--- config.mk ---
export PLATFORM = sky130hd
export DESIGN_NAME = idu0_q
export DESIGN_NICKNAME = d
export VERILOG_FILES = /design/src/rtl/idu0_q_pkg.sv /design/src/rtl/idu0_q_decode.sv /design/src/rtl/idu0_q.sv
export SDC_FILE = /design/constraint.sdc
export NUM_CORES = 1
export LEC_CHECK = 0
export ABC_CLOCK_PERIOD_IN_PS = 5500
export CAP_MARGIN = 20
export CORE_ASPECT_RATIO = 1.25
export CORE_MARGIN = 3
export CORE_UTILIZATION = 56
export CTS_CLUSTER_SIZE = 24
export DETAILED_ROUTE_END_ITERATION = 7
export PLACE_DENSITY = 0.76
export SYNTH_ARGS = -nofsm -noshare
export SYNTH_HDL_FRONTEND = slang
export SYNTH_HIERARCHICAL = 1
export SYNTH_SLANG_ARGS = --single-unit
--- constraint.sdc ---
create_clock -name clk -period 5.5 [get_ports clk]
set_clock_uncertainty 0.05 [all_clocks]
set_input_delay 1.375 -clock clk [delete_from_list [all_inputs] [get_ports clk]]
set_output_delay 1.375 -clock clk [all_outputs]
set_load 0.03 [all_outputs]
--- src/rtl/idu0_q_pkg.sv ---
// idu0_q_pkg -- shared decode types and widths for the IDU0 decoded-entry queue.
// Rev 1.0 -- initial release.
`default_nettype none
package idu0_q_pkg;

   localparam int INSTR_LEN = 32;
   localparam int XLEN      = 32;

   typedef struct packed {
      logic lui;
      logic auipc;
      logic jal;
      logic jalr;
      logic condbr;
      logic load;
      logic store;
      logic alu;
      logic shift;
      logic imm12;
      logic imm20;
      logic pc;
      logic rs1_en;
      logic rs2_en;
      logic rd_en;
      logic fence;
      logic system;
      logic legal;
   } decode_out_t;

   typedef struct packed {
      logic [INSTR_LEN-1:0] instr;
      logic [XLEN-1:0]      tag;
      logic [4:0]           rs1_addr;
      logic [4:0]           rs2_addr;
      logic [4:0]           rd_addr;
      logic [4:0]           shamt;
      logic [31:0]          imm;
      logic                 imm_valid;
      decode_out_t          dec;
      logic                 legal;
   } idu0_out_t;

endpackage
`default_nettype wire

--- src/rtl/idu0_q_decode.sv ---
// idu0_q_decode -- combinational RV32I opcode classifier producing decode_out_t flags.
// Rev 1.0 -- initial release.
`default_nettype none
module idu0_q_decode
   import idu0_q_pkg::*;
(
   input  logic [INSTR_LEN-1:0] instr_i,
   output decode_out_t          dec_o
);

   logic [6:0] op;
   logic [2:0] f3;
   logic [6:0] f7;

   assign op = instr_i[6:0];
   assign f3 = instr_i[14:12];
   assign f7 = instr_i[31:25];

   always_comb begin
      dec_o = '0;
      if (instr_i[1:0] == 2'b11) begin
         unique case (op)
            7'b0110111: begin
               dec_o.lui = 1'b1; dec_o.imm20 = 1'b1; dec_o.rd_en = 1'b1; dec_o.legal = 1'b1;
            end
            7'b0010111: begin
               dec_o.auipc = 1'b1; dec_o.imm20 = 1'b1; dec_o.rd_en = 1'b1; dec_o.legal = 1'b1;
            end
            7'b1101111: begin
               dec_o.jal = 1'b1; dec_o.imm20 = 1'b1; dec_o.pc = 1'b1;
               dec_o.rd_en = 1'b1; dec_o.legal = 1'b1;
            end
            7'b1100111: begin
               dec_o.jalr = 1'b1; dec_o.imm12 = 1'b1; dec_o.rs1_en = 1'b1;
               dec_o.rd_en = 1'b1; dec_o.legal = (f3 == 3'd0);
            end
            7'b1100011: begin
               dec_o.condbr = 1'b1; dec_o.rs1_en = 1'b1; dec_o.rs2_en = 1'b1;
               dec_o.legal = (f3 != 3'd2) && (f3 != 3'd3);
            end
            7'b0000011: begin
               dec_o.load = 1'b1; dec_o.rs1_en = 1'b1; dec_o.rd_en = 1'b1;
               dec_o.legal = (f3 != 3'd3) && (f3 != 3'd6) && (f3 != 3'd7);
            end
            7'b0100011: begin
               dec_o.store = 1'b1; dec_o.rs1_en = 1'b1; dec_o.rs2_en = 1'b1;
               dec_o.legal = (f3 < 3'd3);
            end
            7'b0010011: begin
               dec_o.alu = 1'b1; dec_o.imm12 = 1'b1; dec_o.rs1_en = 1'b1; dec_o.rd_en = 1'b1;
               dec_o.shift = (f3 == 3'd1) || (f3 == 3'd5);
               // Immediate shifts reuse funct7 as an encoding check.
               if (f3 == 3'd1)      dec_o.legal = (f7 == 7'h00);
               else if (f3 == 3'd5) dec_o.legal = (f7 == 7'h00) || (f7 == 7'h20);
               else                 dec_o.legal = 1'b1;
            end
            7'b0110011: begin
               dec_o.alu = 1'b1; dec_o.rs1_en = 1'b1; dec_o.rs2_en = 1'b1; dec_o.rd_en = 1'b1;
               dec_o.shift = (f3 == 3'd1) || (f3 == 3'd5);
               dec_o.legal = (f7 == 7'h00) || ((f7 == 7'h20) && ((f3 == 3'd0) || (f3 == 3'd5)));
            end
            7'b0001111: begin
               dec_o.fence = 1'b1; dec_o.legal = 1'b1;
            end
            7'b1110011: begin
               dec_o.system = 1'b1; dec_o.legal = 1'b1;
            end
            default: dec_o = '0;
         endcase
      end
   end

endmodule
`default_nettype wire

--- src/rtl/idu0_q.sv ---
// idu0_q -- decodes IFU instructions and buffers the records in a DEPTH-entry FIFO for IDU1.
// Rev 1.0 -- optional IDU0_Q_PERF_CNT_EN adds perf_decoded / perf_stall counters.
`default_nettype none
module idu0_q
   import idu0_q_pkg::*;
#(
   parameter int DEPTH = 4
) (
   input  logic                           clk,
   input  logic                           rst,
   input  logic [INSTR_LEN-1:0]           instr,
   input  logic                           instr_valid,
   input  logic [XLEN-1:0]                instr_tag,
   output logic                           instr_ready,
   input  logic                           pipe_flush,
   output logic [$bits(idu0_out_t)-1:0]   idu0_out,
   output logic                           idu0_out_valid,
   input  logic                           idu1_ready,
   output logic [$clog2(DEPTH+1)-1:0]     count
`ifdef IDU0_Q_PERF_CNT_EN
   ,
   output logic [31:0]                    perf_decoded,
   output logic [31:0]                    perf_stall
`endif
);

   localparam int CW = $clog2(DEPTH+1);
   localparam int PW = $clog2(DEPTH);

   decode_out_t     dec;
   idu0_out_t       entry;
   idu0_out_t       mem_q [DEPTH];
   logic [PW-1:0]   wptr_q, wptr_d, rptr_q, rptr_d;
   logic [CW-1:0]   count_q, count_d;
   logic            push, pop;

   idu0_q_decode u_decode (
      .instr_i (instr),
      .dec_o   (dec)
   );

   always_comb begin
      entry           = '0;
      entry.instr     = instr;
      entry.tag       = instr_tag;
      entry.rs1_addr  = instr[19:15];
      entry.rs2_addr  = instr[24:20];
      entry.rd_addr   = instr[11:7];
      entry.shamt     = instr[24:20];
      entry.dec       = dec;
      entry.legal     = dec.legal;
      entry.imm_valid = (dec.imm20 & ~dec.jal) | dec.imm12 | dec.condbr | dec.load | dec.store;
      if (dec.imm20 & ~dec.pc)
         entry.imm = {instr[31:12], 12'b0};
      else if (dec.imm20 & dec.pc)
         entry.imm = {{12{instr[31]}}, instr[19:12], instr[20], instr[30:21], 1'b0};
      else if (dec.imm12 | dec.load)
         entry.imm = {{20{instr[31]}}, instr[31:20]};
      else if (dec.condbr)
         entry.imm = {{20{instr[31]}}, instr[7], instr[30:25], instr[11:8], 1'b0};
      else if (dec.store)
         entry.imm = {{20{instr[31]}}, instr[31:25], instr[11:7]};
      else
         entry.imm = '0;
   end

   assign instr_ready    = (count_q < CW'(DEPTH));
   assign idu0_out_valid = (count_q != '0);
   assign count          = count_q;
   assign idu0_out       = idu0_out_valid ? mem_q[rptr_q] : '0;

   // Flush wins over any same-cycle push or pop.
   assign push = instr_valid & instr_ready & ~pipe_flush;
   assign pop  = idu0_out_valid & idu1_ready & ~pipe_flush;

   always_comb begin
      wptr_d  = wptr_q;
      rptr_d  = rptr_q;
      count_d = count_q;
      if (pipe_flush) begin
         wptr_d  = '0;
         rptr_d  = '0;
         count_d = '0;
      end else begin
         if (push) wptr_d = wptr_q + 1'b1;
         if (pop)  rptr_d = rptr_q + 1'b1;
         if (push && !pop)      count_d = count_q + 1'b1;
         else if (pop && !push) count_d = count_q - 1'b1;
      end
   end

   always_ff @(posedge clk or posedge rst) begin
      if (rst) begin
         wptr_q  <= '0;
         rptr_q  <= '0;
         count_q <= '0;
      end else begin
         wptr_q  <= wptr_d;
         rptr_q  <= rptr_d;
         count_q <= count_d;
      end
   end

   always_ff @(posedge clk) begin
      if (push) mem_q[wptr_q] <= entry;
   end

`ifdef IDU0_Q_PERF_CNT_EN
   logic [31:0] perf_decoded_q, perf_stall_q;
   logic        stall;

   assign stall        = instr_valid & ~instr_ready;
   assign perf_decoded = perf_decoded_q;
   assign perf_stall   = perf_stall_q;

   always_ff @(posedge clk or posedge rst) begin
      if (rst) begin
         perf_decoded_q <= '0;
         perf_stall_q   <= '0;
      end else begin
         if (push && (perf_decoded_q != 32'hFFFF_FFFF)) perf_decoded_q <= perf_decoded_q + 32'd1;
         if (stall && (perf_stall_q != 32'hFFFF_FFFF))  perf_stall_q   <= perf_stall_q + 32'd1;
      end
   end
`endif

endmodule
`default_nettype wire

### Word-level counts from Yosys, hierarchy flattened

Memory sizes are Yosys's and may differ from the RTL's.
Cells that the tools add are included.

* $add $sub $neg: 4
* $mul: 0
* div/mod/pow operators: 0
* $lt $le $gt $ge: 2
* equality and inequality tests: 19
* shifts and indexed selects: 0
* muxes and demuxes: 34
* bitwise operators: 15
* reductions and logical operators: 25

Operator list (number)
* 32-bit 2-to-1 mux: 5
* 136-bit 2-to-1 mux: 1
* 7-bit by 6-bit == test with 1-bit output, second input constant: 4
* 7-bit == test, second input constant: 4
* 1-bit 2-to-1 mux: 18
* 18-bit 2-to-1 mux: 1
* 7-bit by 5-bit == test with 1-bit output, second input constant: 2
* 2-bit 2-to-1 mux: 5
* 3-bit 2-to-1 mux: 3
* 1-bit AND: 7
* 7-bit by 2-bit == test with 1-bit output, second input constant: 1
* 7-bit by 4-bit == test with 1-bit output, second input constant: 1
* 7-bit logical NOT: 1
* 1-bit one-hot mux with 7 select lines: 1
* 7-bit OR reduction: 1
* 1-bit logical AND: 6
* 3-bit by 2-bit inequality test with 1-bit output, second input constant: 2
* 3-bit inequality test, second input constant: 2
* 3-bit nonzero test: 2
* 3-bit OR reduction: 2
* 6-bit OR reduction: 1
* 1-bit OR: 5
* 5-bit OR reduction: 1
* 2-bit by 1-bit adder with 2-bit output, second input constant: 2
* other kinds (13): 21

* bits in registers: 7
* latch bits: 0
* memory bits (writable): 544
* bits in read-only memories: 0
* bits of input ports: 69
* output and inout port bits: 141
* word-level logic and storage cells: 103
* memories kept: 1

Memory list
* mem_q: depth 4, width 136, read ports 1, clocked after Yosys merged registers in 0, wr ports 1, line idu0_q.sv:32 `idu0_out_t mem_q [DEPTH];`

### Logic depth before layout (Yosys ltp)

Gate-level depths: netlist of run 1.

* word-level depth: 12
* depth in mapped cells: 10
* gate-level depth less buffers: 7

### Modules after synthesis

The synthesis of run 1 kept the hierarchy.

Modules (own cells, without submodules)
* idu0_q: times used 1, cells each 873, area each 18402.6 um^2, sequential area each 13988.4 um^2
* idu0_q_decode: times used 1, cells each 60, area each 359.1 um^2, sequential area each 0.0 um^2

### Least setup slack after synthesis of run 1

Ideal clock, no wire load.

* kind: input-to-reg
* start: in pipe_flush
* end: mem mem_q[0][100] (netlist name) (enable)
* setup time: 0.488 ns
* arrival: 4.416 ns
* data required time: 4.962 ns
* slack: 0.547 ns
* stages: 3
* buffers on the path: 1
* path through: clkbuf_1 -> nor2_1 -> and2_1

* longest elaborated chain between the ends: 4

Ends and longest elaborated chain
* from (decl): line idu0_q.sv:15 `input logic pipe_flush,`
* 1-bit NOT: line idu0_q.sv:73 `assign push = instr_valid & instr_ready & ~pipe_flush;`
* 1-bit AND: line idu0_q.sv:73
* 1-bit 2-to-1 mux: line idu0_q.sv:105 `if (push) mem_q[wptr_q] <= entry;`
* 1-bit 2-to-1 mux (implied by the code): line idu0_q.sv:105
* to (decl): line idu0_q.sv:32

Every way passes these cells.

### Final worst setup path of run 1

* start: reg rptr_q[0]
* end: out idu0_out[0]

* longest elaborated chain between the ends: 2

Ends and longest elaborated chain
* from (decl): line idu0_q.sv:33 `logic [PW-1:0] wptr_q, wptr_d, rptr_q, rptr_d;`
* from (signal assigned): line idu0_q.sv:99 `rptr_q <= rptr_d;`
* memory 4 x 136 bit
* 136-bit 2-to-1 mux: line idu0_q.sv:70 `assign idu0_out = idu0_out_valid ? mem_q[rptr_q] : '0;`
* to (decl): line idu0_q.sv:16 `output logic [$bits(idu0_out_t)-1:0] idu0_out,`

Every way passes these cells.

==> results of run 1 <==
[cells in the final DEF (no fill, tap or decap), types with 4 or more instances in the layout]
master and n:
sky130_fd_sc_hd__a211oi_1 4, sky130_fd_sc_hd__a21o_1 19, sky130_fd_sc_hd__a21oi_1 12, sky130_fd_sc_hd__a31oi_1 5, sky130_fd_sc_hd__and2_1 124, sky130_fd_sc_hd__and2_4 4, sky130_fd_sc_hd__buf_12 8, sky130_fd_sc_hd__buf_4 16
sky130_fd_sc_hd__clkbuf_1 9, sky130_fd_sc_hd__clkbuf_16 45, sky130_fd_sc_hd__clkdlybuf4s50_1 209, sky130_fd_sc_hd__clkinv_1 9, sky130_fd_sc_hd__clkinv_2 8, sky130_fd_sc_hd__dfrtp_1 5, sky130_fd_sc_hd__edfxtp_1 460, sky130_fd_sc_hd__ha_1 4
sky130_fd_sc_hd__inv_1 11, sky130_fd_sc_hd__mux4_2 115, sky130_fd_sc_hd__nand2_1 9, sky130_fd_sc_hd__nand2b_1 5, sky130_fd_sc_hd__nand3_1 10, sky130_fd_sc_hd__nor2_1 15, sky130_fd_sc_hd__nor2b_1 6, sky130_fd_sc_hd__nor3_1 7
sky130_fd_sc_hd__nor4_1 5, sky130_fd_sc_hd__o21ai_0 5, sky130_fd_sc_hd__xor2_1 5
[worst min-delay path: cells and delay by family, from the launching register on]
family	cells	cell delay [ns]
DFF	1	0.42
AOI/OAI and AO/OA	1	0.06
and+or+nand+nor	1	0.07
[registers in the layout, summed over array words and instances (netlist names)]
signal and flops:
rptr_q 2, wptr_q 2, mem_q 460, count 3
[cell families after synthesis]
family	share of synthesized area
XOR/XNOR	0.00373
adder cells (fa/ha/maj)	0.00373
buffers and inverters	0.0257
multiplexers	0.138
flip-flops	0.746
AO/OA/AOI/OAI	0.0207
AND/OR/NAND/NOR	0.0624
[report_power, final]
part	total [mW]	switching, mW	internal [mW]
Clock	2.88	1.24	1.65
Sequential	4.28	0.139	4.14
Combinational	4.10	2.29	1.81
[final cells by class]
class / count / area [sq um]
flip-flops and latches: 467 / 14000
fillers: 2050 / 10300
multi-input cells: 381 / 4310
repair buffers: 233 / 2370
clock buffers: 54 / 1160
well taps: 418 / 523
clock inverters: 25 / 208
inverters: 11 / 41.3
[worst max-delay path by stage]
stage                     from            end  cells after the start  slack [ns]
floorplan           pipe_flush  mem_q[0][100]                      3        0.55
global placement      instr[3]   mem_q[2][42]                      7        1.14
detailed placement    instr[3]   mem_q[3][41]                      7        0.99
CTS                  rptr_q[0]   idu0_out[59]                      4        0.86
global route         rptr_q[0]   idu0_out[59]                      4        0.80
finish               rptr_q[0]    idu0_out[0]                      4        0.97
[metrics by stage]
| step | instance area [sq um] | setup slack (ns) | std cells | power, mW |
|---|---|---|---|---|
| 2_1_floorplan | 18800 | 0.547 | 933 | 7.02 |
| 3_3_place_gp | 21200 | 1.14 | 1510 | 8.47 |
| 3_5_place_dp | 21200 | 0.992 | 1510 | 8.50 |
| 4_1_cts | 22600 | 0.862 | 1589 | 11.4 |
| 5_1_grt | 22600 | 0.802 | 1589 | 11.7 |
| 6_report | 22600 | 0.973 | 1589 | 11.3 |
[layer usage]
metal	vias to the layer above	part of all wire
li1	4120	-
met1	4835	0.38
met5	-	0
met3	73	0.066
met4	0	0.027
met2	364	0.52
==> Flow_metrics.wiki, run 1 <==
{| class="wikitable"
! Metric !! Value
|-
| Status || completed
|-
| Post-route core utilization || 0.688
|-
| Post-CTS setup buffer count || 0
|-
| Tightest Pin Transition || 0.919 ns
|-
| Ranking of synthesized cells by area || sky130_fd_sc_hd__edfxtp_1 (74%), sky130_fd_sc_hd__mux4_2 (14%), sky130_fd_sc_hd__and2_1 (4.3%)
|-
| Most frequently used cell type in the post-synthesis netlist || sky130_fd_sc_hd__edfxtp_1
|-
| Setup Crit Path Kind || flip-flop to output pin
|-
| Destination of the worst hold path || wptr_q[1]
|-
| Count of buffer and inverter cells on the critical path || 2
|-
| Worst hold slack || 0.542 ns
|-
| Global routing met2 resource utilization || 0.376
|-
| Endpoint arrival time on the critical path || 3.10 ns
|-
| Floorplan core area || 32,900 sq um
|-
| Fraction of post-synthesis cell area in the top cell type by area || 0.736
|-
| Clk buf depth || 3
|-
| CTS tree || yes
|-
| CTS sink cnt || 467
|-
| CP delay by family, top || buffers and inverters
|-
| Total GRT Usage || 0.222
|-
| Clock root buffer master || sky130_fd_sc_hd__clkbuf_16
|-
| Worst voltage drop across the vdd grid || 0.000426 V
|-
| Synth top cells by count || sky130_fd_sc_hd__edfxtp_1 (460), sky130_fd_sc_hd__and2_1 (128), sky130_fd_sc_hd__mux4_2 (115)
|-
| Mean cell area of the mapped netlist || 20.1 sq um
|-
| Final Hold Violating Endpoints || 0
|-
| Leakage || 7.30 nW
|-
| Cell-by-cell listing of the critical path || buf_12, mux4_2, and2_1, clkdlybuf4s50_1
|-
| Dominant cell type by area after synthesis || sky130_fd_sc_hd__edfxtp_1
|-
| Min-Delay Path Class || flip-flop to flip-flop
|-
| Post-detailed-placement half-perimeter wirelength || 23,600 um
|-
| Slew Limit Fails || 0
|-
| Routed wire length per instance || 24.4 um
|-
| Total Nets Final || 1,213
|-
| Final GP Congestion || 0.788
|-
| Core Rows || 74
|-
| Sequential-to-total area share from yosys stat || 0.746
|-
| Setup violations, final || 0
|-
| Number of cells on the worst reg-to-reg path || 4
|-
| TritonCTS buffer count || 45
|-
| Avg Vias per Cell || 5.91
|-
| CTS H-tree lvls || 2
|-
| Largest stage delay, worst path || 0.80 ns
|-
| Clock latency at the later pin of the worst-skew pair || 0.54 ns
|-
| Startpoint of the tightest hold check path || wptr_q[1]
|-
| Normalized max-slew margin || 0.385
|-
| Primary FF master, synth || sky130_fd_sc_hd__edfxtp_1
|-
| Clock-pin slew on the worst setup and hold paths || 0.06 ns
|-
| Post-synthesis sequential element count || 467
|-
| Max-cap check violation count || 0
|-
| Critical path's slowest cell || sky130_fd_sc_hd__dfrtp_4
|-
| Diode insertion count for antenna repair || 0
|-
| Post-synth net total || 1,007
|-
| Critical Path Source Type || flip-flop
|-
| F_max || 221 MHz
|-
| GRT overflow || 0
|-
| Total detailed-routing wirelength || 38,800 um
|-
| Worst R2R Setup Slack || 3.02 ns
|-
| Fraction of final layout cells sized beyond drive strength 1 || 0.182
|-
| CTS-repair resized insts || 0
|-
| Power per standard cell area || 498 nW/um^2
|-
| First DRT Iteration DRCs || 902
|-
| Final cycle utilization of the critical path || 0.823
|-
| Met1 Resource Use GR || 0.299
|-
| Area of the mapped netlist || 18,800 sq um
|-
| Worst R2R Start || count[2]
|-
| Worst Setup End Kind || output pin
|-
| Full die area || 35,700 sq um
|-
| Remaining number of nets flagged by the antenna check after routing || 0
|-
| # IOs || 210
|-
| DIE WIDTH || 170 um
|-
| Number of enable flip-flop cells after synthesis || 460
|-
| Number of global-route vias before repair || 9,889
|-
| Height of the die || 211 um
|-
| Hold Path Cell Cnt || 2
|-
| Reg-to-reg critical path endpoint || mem_q[1][3]
|-
| Synthesized netlist cell count || 933
|-
| Most Crowded Layer GR || met2
|-
| Largest fanout of any net on the critical path || 31
|-
| Number of antenna violations at the first check in global routing || 0
|-
| Cts-stage hold buffer count || 0
|-
| Global-route track usage on met3 || 0.0416
|-
| Wire length of the first global-routing pass || 59,800 um
|-
| Layout Area Growth over Synthesis || 20.5%
|-
| Detailed-route DRC error count || 0
|-
| Maximum number of pins on one net before global-route repair || 87
|-
| Port Buffer Count || 209
|-
| Required arrival time at the worst endpoint || 4.07 ns
|-
| Post-synth cell types || 42
|-
| Fin crit period || 4.53 ns
|-
| Routed vias || 9,392
|-
| Starting utilization of the core area || 0.571
|-
| Count of TritonRoute iterations in the first routing pass || 6
|-
| Setup repair after global routing missed its margin || false
|-
| Share of synthesized registers carrying an async set or reset || 0.0150
|-
| Setup TNS after final layout || 0 ns
|-
| Total number of yosys warnings || 6
|}
Note: power is estimated with default switching activity, not from simulation.
==> inputs of run 2 (changes only) <==
Settings changed: ABC_CLOCK_PERIOD_IN_PS 5500 to 3640, CORE_UTILIZATION 56 to 51, PLACE_DENSITY 0.76 to 0.73.
Clock period 5.5 ns to 3.64 ns, I/O delays scaled along.
==> run 2 against run 1 <==
  * Worst hold slack improved by 0.0032 ns
  * Highest routed layer unchanged
  * Worst setup slack worse by 0.89 ns
  * Sequential power grew 49%
  * First-iteration DRC count fell by 4.3%
  * Flip-flop and latch count did not move
  * Register-to-register slack got worse by 1.7 ns
  * Non-clock buffer count grew 51
  * Critical path depth rose by 1
  * Clock power rose by 63%
  * Utilization decreased by 3.6 points
  * Largest power group unchanged
  * Cell count up 7.0%
  * Routed wire length rose by 4.3%
==> Flow_metrics.wiki, run 2 (synthesis results as in run 1) <==
{| class="wikitable"
! Metric !! Value
|-
| Remaining number of nets flagged by the antenna check after routing || 0 (unchanged)
|-
| Destination of the worst hold path || wptr_q[1]
|-
| Critical path's slowest cell || sky130_fd_sc_hd__clkdlybuf4s50_1
|-
| Largest register by flop count || mem_q
|-
| Total detailed-routing wirelength || 40,500 um (+4.3%)
|-
| Fin crit period || 3.56 ns
|-
| TritonCTS buffer count || 45 (unchanged)
|-
| Min-Delay Path Class || flip-flop to flip-flop
|-
| Largest stage delay, worst path || 0.59 ns (-0.21 ns)
|-
| Number of cells on the worst reg-to-reg path || 6 (+2)
|-
| Clock root buffer master || sky130_fd_sc_hd__clkbuf_16
|-
| Number of antenna violations at the first check in global routing || 0 (unchanged)
|-
| Final cycle utilization of the critical path || 0.977
|-
| Cell-by-cell listing of the critical path || buf_4, buf_4, mux4_2, and2_1, clkdlybuf4s50_1
|-
| Clock latency at the later pin of the worst-skew pair || 0.54 ns (about the same)
|-
| Routed vias || 9,629 (+2.5%)
|-
| Commonest cells after routing, fill and taps aside || sky130_fd_sc_hd__edfxtp_1 (460), sky130_fd_sc_hd__and2_1 (124), sky130_fd_sc_hd__mux4_2 (115)
|-
| Fraction of final layout cells sized beyond drive strength 1 || 0.249 (+0.0667)
|-
| Worst voltage drop across the vdd grid || 0.000556 V (+30%)
|-
| Count of TritonRoute iterations in the first routing pass || 6 (unchanged)
|-
| Clock-pin slew on the worst setup and hold paths || 0.06 ns (about the same)
|-
| Post-detailed-placement half-perimeter wirelength || 26,200 um (+11%)
|-
| Cts-stage hold buffer count || 0 (unchanged)
|-
| Detailed-route DRC error count || 0 (unchanged)
|-
| Floorplan core area || 35,800 sq um (+9.0%)
|-
| DIE WIDTH || 178 um (+4.6%)
|-
| Layout Area Growth over Synthesis || 24.5%
|-
| Required arrival time at the worst endpoint || 2.68 ns (-1.39 ns)
|-
| Hold Path Cell Cnt || 2 (unchanged)
|-
| Area after DPL || 21,700 sq um (+2.3%)
|-
| Worst R2R Start || count[2]
|-
| Endpoint arrival time on the critical path || 2.60 ns (-0.50 ns)
|-
| Wire length of the first global-routing pass || 61,600 um (+3.0%)
|-
| Setup violations, final || 0 (unchanged)
|-
| GRT overflow || 0 (unchanged)
|-
| Total GRT Usage || 0.211 (-0.0116)
|-
| CTS H-tree lvls || 2 (unchanged)
|-
| CTS sink cnt || 467 (unchanged)
|-
| Startpoint of the tightest hold check path || wptr_q[1]
|-
| Post-route core utilization || 0.652 (-0.0362)
|-
| Critical Path Source Type || flip-flop
|-
| Setup Crit Path Kind || flip-flop to output pin
|-
| Worst R2R Setup Slack || 1.33 ns (-1.69 ns)
|-
| First DRT Iteration DRCs || 863 (-4.3%)
|-
| Height of the die || 220 um (+4.7%)
|-
| Status || completed
|-
| Number of flip-flops in the largest register || 460 (unchanged)
|-
| Worst hold slack || 0.545 ns (+0.00320 ns)
|-
| Routed wire length per instance || 23.8 um (-2.5%)
|-
| Max-cap check violation count || 0 (unchanged)
|-
| Clk buf depth || 3 (unchanged)
|-
| Starting utilization of the core area || 0.523 (-0.0473)
|-
| F_max || 281 MHz
|-
| Final-layout fill cell count || 2,479 (+21%)
|-
| Full die area || 39,100 sq um (+9.5%)
|-
| Port Buffer Count || 209 (unchanged)
|-
| # IOs || 210 (unchanged)
|-
| Most common cell after layout, fill and taps aside || sky130_fd_sc_hd__edfxtp_1
|-
| Normalized max-slew margin || 0.299 (-0.0860)
|-
| Cell with the most instances on the worst path || sky130_fd_sc_hd__buf_4
|-
| CTS tree || yes
|-
| Tightest Pin Transition || 1.05 ns (+0.130 ns)
|-
| Power per standard cell area || 743 nW/um^2 (+49%)
|-
| Post-route cell area || 23,400 sq um (+3.3%)
|-
| Final GP Congestion || 0.814 (+3.2%)
|-
| Maximum number of pins on one net before global-route repair || 38 (-56%)
|-
| Final Hold Violating Endpoints || 0 (unchanged)
|-
| Total Nets Final || 1,265 (+4.3%)
|-
| Diode insertion count for antenna repair || 0 (unchanged)
|-
| Number of global-route vias before repair || 10,100 (+2.2%)
|-
| Slew Limit Fails || 0 (unchanged)
|-
| Setup repair after global routing missed its margin || false
|-
| Leakage || 8.27 nW (+13%)
|-
| Reg-to-reg critical path endpoint || count[1]
|-
| Worst Setup End Kind || output pin
|-
| Power, Total || 17.3 mW (+54%)
|-
| Largest fanout of any net on the critical path || 7 (-77%)
|-
| Core Rows || 77 (+4.1%)
|-
| Avg Vias per Cell || 5.66 (-4.2%)
|}
[run 2: stage by stage]
stage | std cells | TNS [ns] | worst slack (ns)
floorplan | 933 | 0 | 0.433
detailed placement | 1608 | -5.65 | -0.151
global placement | 1608 | -0.858 | -0.0255
finish | 1701 | 0 | 0.0821
CTS | 1701 | 0 | 0.00000666
global route | 1701 | 0 | 0.00523
[run 2: cell type report]
class | count | area (sq um) | share of cell area
Inverter | 11 | 41.3 | 0.00177
Clock inverter | 31 | 309 | 0.0132
Tap cell | 474 | 593 | 0.0254
Multi-Input combinational cell | 382 | 4320 | 0.185
Clock buffer | 52 | 1200 | 0.0516
Sequential cell | 467 | 14000 | 0.599
Timing Repair Buffer | 284 | 2890 | 0.124
[run 2: how the worst max path moves through the flow]
stage	start	to	depth (start not counted)
after floorplan	pipe_flush	mem_q[0][100]	3
after global placement	instr[2]	mem_q[0][49]	7
after detailed placement	instr[2]	mem_q[2][45]	7
after CTS	rptr_q[0]	idu0_out[48]	5
after global routing	rptr_q[0]	idu0_out[130]	5
final	rptr_q[0]	idu0_out[130]	5
[run 2: metal layers]
metal,routed length [um],vias up,GRT usage,part of all wire
met5,0,-,0,0
met3,2020,71,0.0348,0.050
met4,1310,0,0.0712,0.032
li1,-,4243,-,-
met2,21300,325,0.363,0.53
met1,15900,4990,0.275,0.39
[run 2: timing repair]
action                                  in CTS  in global routing
setup buffers                                8                  0
gates cloned                                 2                  0
gates resized for setup                     63                 24
endpoints found under the setup margin      94                 24
endpoints found under the hold margin        0                  0
pin swaps                                    1                  0
[run 2: power breakdown]
part	internal, mW	switching, mW
combinational	2.63	3.64
sequential	6.25	0.118
clock	2.80	1.90
[run 2: worst max-delay path, delay by kind of cell, from the launching register on]
kind          cells  cell delay (ns)
simple gates      1             0.17
flops             1             0.45
mux               1             0.52
buf+inv           3             0.91
